**src/rtl/rv32im_pkg.sv**
```systemverilog
// Shared RV32IM definitions: datapath width, EX-stage op codes, divider FSM states.
// Used by the ALU, decoder and divider so op-code encodings stay in one place.
package rv32im_pkg;

    localparam int unsigned RV_XLEN = 32;

    localparam logic [4:0] SEL_DIV  = 5'b01101;
    localparam logic [4:0] SEL_DIVU = 5'b01110;
    localparam logic [4:0] SEL_REM  = 5'b01111;
    localparam logic [4:0] SEL_REMU = 5'b10000;

    typedef enum logic [1:0] {
        IDLE = 2'd0,
        CALC = 2'd1,
        FIN  = 2'd2
    } div_state_t;

    function automatic logic is_div_sel(input logic [4:0] sel);
        return (sel == SEL_DIV) || (sel == SEL_DIVU) ||
               (sel == SEL_REM) || (sel == SEL_REMU);
    endfunction

endpackage

```
**src/rtl/div_unit_if.sv**
```systemverilog
// Request/response bundle between the EX stage and the iterative divider.
interface div_unit_if
    import rv32im_pkg::*;
#(
    parameter int unsigned XLEN = RV_XLEN
);

    logic            START;
    logic [4:0]      SELECT;
    logic [XLEN-1:0] DATA1;
    logic [XLEN-1:0] DATA2;
    logic            BUSY;
    logic            DONE;
    logic [XLEN-1:0] RESULT;

    modport master (
        output START, SELECT, DATA1, DATA2,
        input  BUSY, DONE, RESULT
    );

    modport slave (
        input  START, SELECT, DATA1, DATA2,
        output BUSY, DONE, RESULT
    );

endinterface

```
**src/rtl/div_step.sv**
```systemverilog
// One radix-2 restoring division step: shift in the next dividend bit,
// trial-subtract the divisor, keep the difference only if it did not borrow.
module div_step
    import rv32im_pkg::*;
#(
    parameter int unsigned XLEN = RV_XLEN
) (
    input  logic [XLEN-1:0] rem_in,
    input  logic [XLEN-1:0] quo_in,
    input  logic [XLEN-1:0] divisor,
    output logic [XLEN-1:0] rem_out,
    output logic [XLEN-1:0] quo_out
);

    logic [XLEN:0] shifted;
    logic [XLEN:0] trial;

    always_comb begin
        shifted = {rem_in, quo_in[XLEN-1]};
        trial   = shifted - {1'b0, divisor};
        // The extra top bit of the trial difference is the borrow.
        if (trial[XLEN]) begin
            rem_out = shifted[XLEN-1:0];
            quo_out = {quo_in[XLEN-2:0], 1'b0};
        end else begin
            rem_out = trial[XLEN-1:0];
            quo_out = {quo_in[XLEN-2:0], 1'b1};
        end
    end

endmodule

```
**src/rtl/div_unit.sv**
```systemverilog
// Fixed-latency iterative divider for DIV/DIVU/REM/REMU: one restoring step
// per cycle on operand magnitudes, sign fix-up and special cases at the end.
module div_unit
    import rv32im_pkg::*;
#(
    parameter int unsigned XLEN = RV_XLEN
) (
    input  logic       CLK,
    input  logic       RESET,
    div_unit_if.slave  bus
);

    localparam int unsigned CW = $clog2(XLEN);
    localparam logic [XLEN-1:0] MIN_NEG = {1'b1, {(XLEN-1){1'b0}}};

    div_state_t state;
    div_state_t state_nxt;

    logic [CW-1:0]   cnt;
    logic [XLEN-1:0] rem_q;
    logic [XLEN-1:0] quo_q;
    logic [XLEN-1:0] dvsr_q;
    logic [XLEN-1:0] dividend_q;
    logic            is_rem_q;
    logic            neg_quo_q;
    logic            neg_rem_q;
    logic            dz_q;
    logic            ovf_q;
    logic [XLEN-1:0] result_q;
    logic            done_q;

    logic            accept;
    logic            signed_op;
    logic            rem_op;
    logic [XLEN-1:0] mag_a;
    logic [XLEN-1:0] mag_b;
    logic [XLEN-1:0] step_rem;
    logic [XLEN-1:0] step_quo;
    logic [XLEN-1:0] fin_result;

    always_comb begin
        accept    = (state == IDLE) && bus.START && is_div_sel(bus.SELECT);
        signed_op = (bus.SELECT == SEL_DIV) || (bus.SELECT == SEL_REM);
        rem_op    = (bus.SELECT == SEL_REM) || (bus.SELECT == SEL_REMU);
        mag_a     = (signed_op && bus.DATA1[XLEN-1]) ? -bus.DATA1 : bus.DATA1;
        mag_b     = (signed_op && bus.DATA2[XLEN-1]) ? -bus.DATA2 : bus.DATA2;
    end

    div_step #(.XLEN(XLEN)) u_step (
        .rem_in  (rem_q),
        .quo_in  (quo_q),
        .divisor (dvsr_q),
        .rem_out (step_rem),
        .quo_out (step_quo)
    );

    always_comb begin
        state_nxt = state;
        case (state)
            IDLE:    if (accept) state_nxt = CALC;
            CALC:    if (cnt == CW'(XLEN - 1)) state_nxt = FIN;
            FIN:     state_nxt = IDLE;
            default: state_nxt = IDLE;
        endcase
    end

    always_ff @(posedge CLK) begin
        if (RESET) state <= IDLE;
        else       state <= state_nxt;
    end

    // Special cases still run the full iteration so latency never varies.
    always_comb begin
        fin_result = '0;
        if (dz_q)
            fin_result = is_rem_q ? dividend_q : '1;
        else if (ovf_q)
            fin_result = is_rem_q ? '0 : MIN_NEG;
        else if (is_rem_q)
            fin_result = neg_rem_q ? -rem_q : rem_q;
        else
            fin_result = neg_quo_q ? -quo_q : quo_q;
    end

    always_ff @(posedge CLK) begin
        if (RESET) begin
            cnt        <= '0;
            rem_q      <= '0;
            quo_q      <= '0;
            dvsr_q     <= '0;
            dividend_q <= '0;
            is_rem_q   <= 1'b0;
            neg_quo_q  <= 1'b0;
            neg_rem_q  <= 1'b0;
            dz_q       <= 1'b0;
            ovf_q      <= 1'b0;
            result_q   <= '0;
            done_q     <= 1'b0;
        end else begin
            done_q <= 1'b0;
            case (state)
                IDLE: begin
                    if (accept) begin
                        cnt        <= '0;
                        rem_q      <= '0;
                        quo_q      <= mag_a;
                        dvsr_q     <= mag_b;
                        dividend_q <= bus.DATA1;
                        is_rem_q   <= rem_op;
                        neg_quo_q  <= (bus.SELECT == SEL_DIV) &&
                                      (bus.DATA1[XLEN-1] ^ bus.DATA2[XLEN-1]);
                        neg_rem_q  <= (bus.SELECT == SEL_REM) && bus.DATA1[XLEN-1];
                        dz_q       <= (bus.DATA2 == '0);
                        ovf_q      <= signed_op && (bus.DATA1 == MIN_NEG) &&
                                      (bus.DATA2 == '1);
                    end
                end
                CALC: begin
                    rem_q <= step_rem;
                    quo_q <= step_quo;
                    cnt   <= cnt + 1'b1;
                end
                FIN: begin
                    result_q <= fin_result;
                    done_q   <= 1'b1;
                end
                default: ;
            endcase
        end
    end

    assign bus.BUSY   = (state != IDLE);
    assign bus.DONE   = done_q;
    assign bus.RESULT = result_q;

endmodule

```
**src/flat_wrapper.sv**
```systemverilog
// flat-port wrapper written by rule: the top's interface ports become plain ports
module div_unit_flat import rv32im_pkg::*;
#(
    parameter int unsigned XLEN = RV_XLEN
)
  (CLK, RESET, bus_START, bus_SELECT, bus_DATA1, bus_DATA2, bus_BUSY, bus_DONE, bus_RESULT);
  div_unit_if #(.XLEN(XLEN)) bus_i ();
  input  logic CLK;
  input  logic RESET;
  input wire logic [$bits(bus_i.START)-1:0] bus_START;
  input wire logic [$bits(bus_i.SELECT)-1:0] bus_SELECT;
  input wire logic [$bits(bus_i.DATA1)-1:0] bus_DATA1;
  input wire logic [$bits(bus_i.DATA2)-1:0] bus_DATA2;
  output wire logic [$bits(bus_i.BUSY)-1:0] bus_BUSY;
  output wire logic [$bits(bus_i.DONE)-1:0] bus_DONE;
  output wire logic [$bits(bus_i.RESULT)-1:0] bus_RESULT;
  assign bus_i.START = bus_START;
  assign bus_i.SELECT = bus_SELECT;
  assign bus_i.DATA1 = bus_DATA1;
  assign bus_i.DATA2 = bus_DATA2;
  assign bus_BUSY = bus_i.BUSY;
  assign bus_DONE = bus_i.DONE;
  assign bus_RESULT = bus_i.RESULT;
  div_unit #(.XLEN(XLEN)) u_core (.CLK(CLK), .RESET(RESET), .bus(bus_i));
endmodule
```
**config.mk**
```make
export PLATFORM = sky130hd
export DESIGN_NAME = div_unit_flat
export DESIGN_NICKNAME = d
export VERILOG_FILES = /design/src/rtl/rv32im_pkg.sv /design/src/rtl/div_unit_if.sv /design/src/rtl/div_step.sv /design/src/rtl/div_unit.sv /design/src/flat_wrapper.sv
export SDC_FILE = /design/constraint.sdc
export NUM_CORES = 1
export LEC_CHECK = 0
export CAP_MARGIN = 20
export CORE_MARGIN = 4
export CORE_UTILIZATION = 25
export DETAILED_ROUTE_END_ITERATION = 10
export DONT_BUFFER_PORTS = 1
export GPL_TIMING_DRIVEN = 0
export PLACE_DENSITY = 0.39
export SETUP_SLACK_MARGIN = 0.5
export SLEW_MARGIN = 5
export SYNTH_ARGS = -nofsm -noshare
export SYNTH_HDL_FRONTEND = slang
export SYNTH_HIERARCHICAL = 1
export SYNTH_SLANG_ARGS = --single-unit
export TNS_END_PERCENT = 30
```
**constraint.sdc**
```tcl
create_clock -name CLK -period 3.8 [get_ports CLK]
set_input_delay 1.14 -clock CLK [delete_from_list [all_inputs] [get_ports CLK]]
set_output_delay 1.14 -clock CLK [all_outputs]
set_load 0.005 [all_outputs]
```
==> run summary <==
post-synth top area share - 28.1%
# rows - 81
Fin. Hold Viols - 0
WL/cell - 23.2 um
hpwl dp - 42,600 um
Synth Flop Type - dfxtp_1
crit share post-route - 88.1%
Core ar. - 48,800 um2
Post-Syn Nets - 1,726
register area - 3500 um2
post-synth top area cell - dfxtp_1
total power - 5.84 mW
CTS tree - yes
Min-Delay Path Class - register to register
most frequent cell after synthesis - nand2_1
DP Worst Slack - -405 ps
Die Span Y - 230 um
FMAX - 299 MHz
Initial Util - 25.2%
share of cells above drive strength 1 - 9.76%
Clk pin slew, worst setup/hold paths - 80 ps
Worst Slack Setup Final - 452 ps
DRT Wirelength - 53,900 um
status - finished clean
clock tree sinks - 173
CTS Buffer Depth - 2
worst skew pair latency - 470 ps
post-synthesis sequential area ratio - 28.1%
max-cap check violation count - 0
min Tclk post-route - 3350 ps
# setup viols final - 0
grt ovf - 0
top post-synthesis cells by count - nand2_1, dfxtp_1, nor2_1
Worst Path Required - 4160 ps
crit start category - register
async set-reset flop share out of synthesis - 0%
Syn Std Cell Area - 12,300 um2
P_leak - 5.11 nW
Area Overhead vs Synth - 14.2%
crit path DAT - 3710 ps
number of synthesized flops with an enable pin - 0
unrepaired setup endpoints after global routing - true
CP endpoint kind - register
total die area - 52,900 um2
synthesis warning total - 6
drt via density - 5.27
Slew Viols, Final - 0
area of the multi-input gates - 8100 um2
Die X - 230 um
initial antenna violation count - 0
syn avg cell area - 7.63 um2
post-synthesis cell type count - 83
Worst-Margin Slew - 1080 ps
maximum VDD drop - 0.244 mV
clock root cell - clkbuf_16
Final GP Congestion - 0.892
Pre-antenna DRT Iters - 6
total track usage - 19.8%
CP Class - register to register
# IOs - 106
Pwr Density - 415 nW/um2
H-tree depth - 4
fillcell total - 5,462
max_slew headroom - 27.2%
port bufs - 0
Synth area leaders - dfxtp_1, nand2_1, xnor2_1
skew final - 11.2 ps
Iter 0 DRT Violations - 1,059
post-route ant nets - 0
vias in the first global route - 11,600
vias - 12,200
synthesized flop and latch total - 173
largest net degree at the start of global routing - 19
Gate Count Post-Synth - 1,614
first-pass GRT wire length - 79,000 um
# DRC - 0
number of CTS-inserted buffers - 17
CP max FO - 6
final net count - 1,758
-- sequential cells by signal, summed over array words and instances (netlist names), 2 cells and up --
register           cells
u_core/rem_q          32
u_core/dividend_q     32
u_core/quo_q          32
u_core/state           2
u_core/bus.RESULT     32
u_core/dvsr_q         32
u_core/cnt             5
-- kinds of logic (layout without fill, tap and decap cells) --
kind of cell	Yosys count	after routing	synth area share (%)
buffers and inverters	198	243	7.13
adder cells (fa/ha/maj)	40	40	4.12
other	0	1	0
multiplexers	37	37	3.82
flip-flops	173	173	28.1
AND/OR/NAND/NOR	547	547	21.5
XOR/XNOR	130	130	9.25
AO/OA/AOI/OAI	489	489	26.1
-- per-layer routing --
layer  GRT usage (%)  vias up  share of wire (%)
met4            6.31        0                2.8
met1            28.0     5876                 47
met5               0        -                  0
met2            30.4      407                 44
met3            3.61       62                6.4
li1                -     5901                  -
-- area by class of cell --
type                       instances  share of cell area (%)
buffer                           139                    4.94
tap                              664                    5.91
timing repair buffer              13                   0.926
multi-input combinational       1243                    57.6
antenna                            1                  0.0178
clock buffer                      18                    3.12
clock inverter                    14                   0.970
inverter                          59                    1.63
sequential                       173                    24.9
-- path summary, 6_finish.rpt --
check | start | to | slack (ps) | depth (start not counted)
worst max register to register | u_core/quo_q[31] | u_core/rem_q[22] | 450 | 15
worst min register to register | u_core/dvsr_q[27] | u_core/dvsr_q[27] | 460 | 2
worst min-delay path | u_core/dvsr_q[27] | u_core/dvsr_q[27] | 460 | 2
worst max-delay path | u_core/quo_q[31] | u_core/rem_q[22] | 450 | 15
-- metrics by stage --
stage | TNS, ps | instances | hold WS [ps] | area [um2] | util [%]
final | 0 | 2324 | 463 | 14100 | 28.8
after global routing | 0 | 2323 | 481 | 14100 | 28.8
after CTS | 0 | 2320 | 463 | 13900 | 28.5
after detailed placement | -8660 | 2279 | 452 | 13200 | 26.9
after global placement | -8240 | 2278 | 443 | 13100 | 26.9
after floorplan | 0 | 1614 | 432 | 12300 | -
-- report_power, final --
| group | switching (mW) | total, mW | internal (mW) |
|---|---|---|---|
| clock network | 0.926 | 1.82 | 0.895 |
| logic | 1.07 | 2.08 | 1.01 |
| registers | 0.0811 | 1.94 | 1.86 |
-- cell usage in the layout (no fill, tap or decap), types with 8 or more instances in the layout --
master | synthesis | final
nand2_1 | 190 | 190
dfxtp_1 | 173 | 161
nor2_1 | 134 | 133
a21oi_1 | 122 | 120
clkbuf_1 | 96 | 92
o21ai_0 | 88 | 88
xnor2_1 | 73 | 73
xor2_1 | 57 | 57
inv_1 | 56 | 55
buf_4 | 31 | 40
a211oi_1 | 34 | 34
nand3_1 | 34 | 34
a22o_1 | 34 | 34
ha_1 | 39 | 31
a31oi_1 | 31 | 30
nor3_1 | 29 | 29
o31ai_1 | 27 | 27
or4_1 | 24 | 24
a21o_1 | 23 | 23
nor4_1 | 22 | 22
mux2_4 | 19 | 19
clkbuf_16 | 0 | 18
nand4_1 | 18 | 18
o41ai_1 | 17 | 17
a311oi_1 | 17 | 17
or3_1 | 16 | 16
mux2i_1 | 14 | 13
and3_1 | 12 | 12
o22ai_1 | 12 | 12
o21ai_1 | 12 | 12
and2_1 | 11 | 11
or2_2 | 8 | 8
o21a_1 | 8 | 8
dfxtp_4 | 0 | 8
-- what timing repair did --
| item | 4_1_cts | 5_1_grt |
|---|---|---|
| endpoints found under the setup margin | 64 | 64 |
| pin swaps | 4 | 0 |
| resized for setup | 30 | 36 |
| buffers inserted | 8 | 1 |
| endpoints found under the hold margin | 0 | 0 |
| hold buffers | 0 | 0 |
| cloned | 1 | 1 |
-- worst max-delay path: stages, from the launching register on --
cell and delay, ps:
dfxtp_4 370, inv_2 40, ha_4 160, fa_2 340
and2b_2 260, o2111ai_4 130, a21oi_4 220, o2111ai_4 150
a211oi_4 270, nor2_4 60, mux2i_2 250, and2_4 230
inv_8 60, clkbuf_16 170, mux2_4 300, a22o_1 200
No activity file was read; power rests on OpenSTA's default activity.
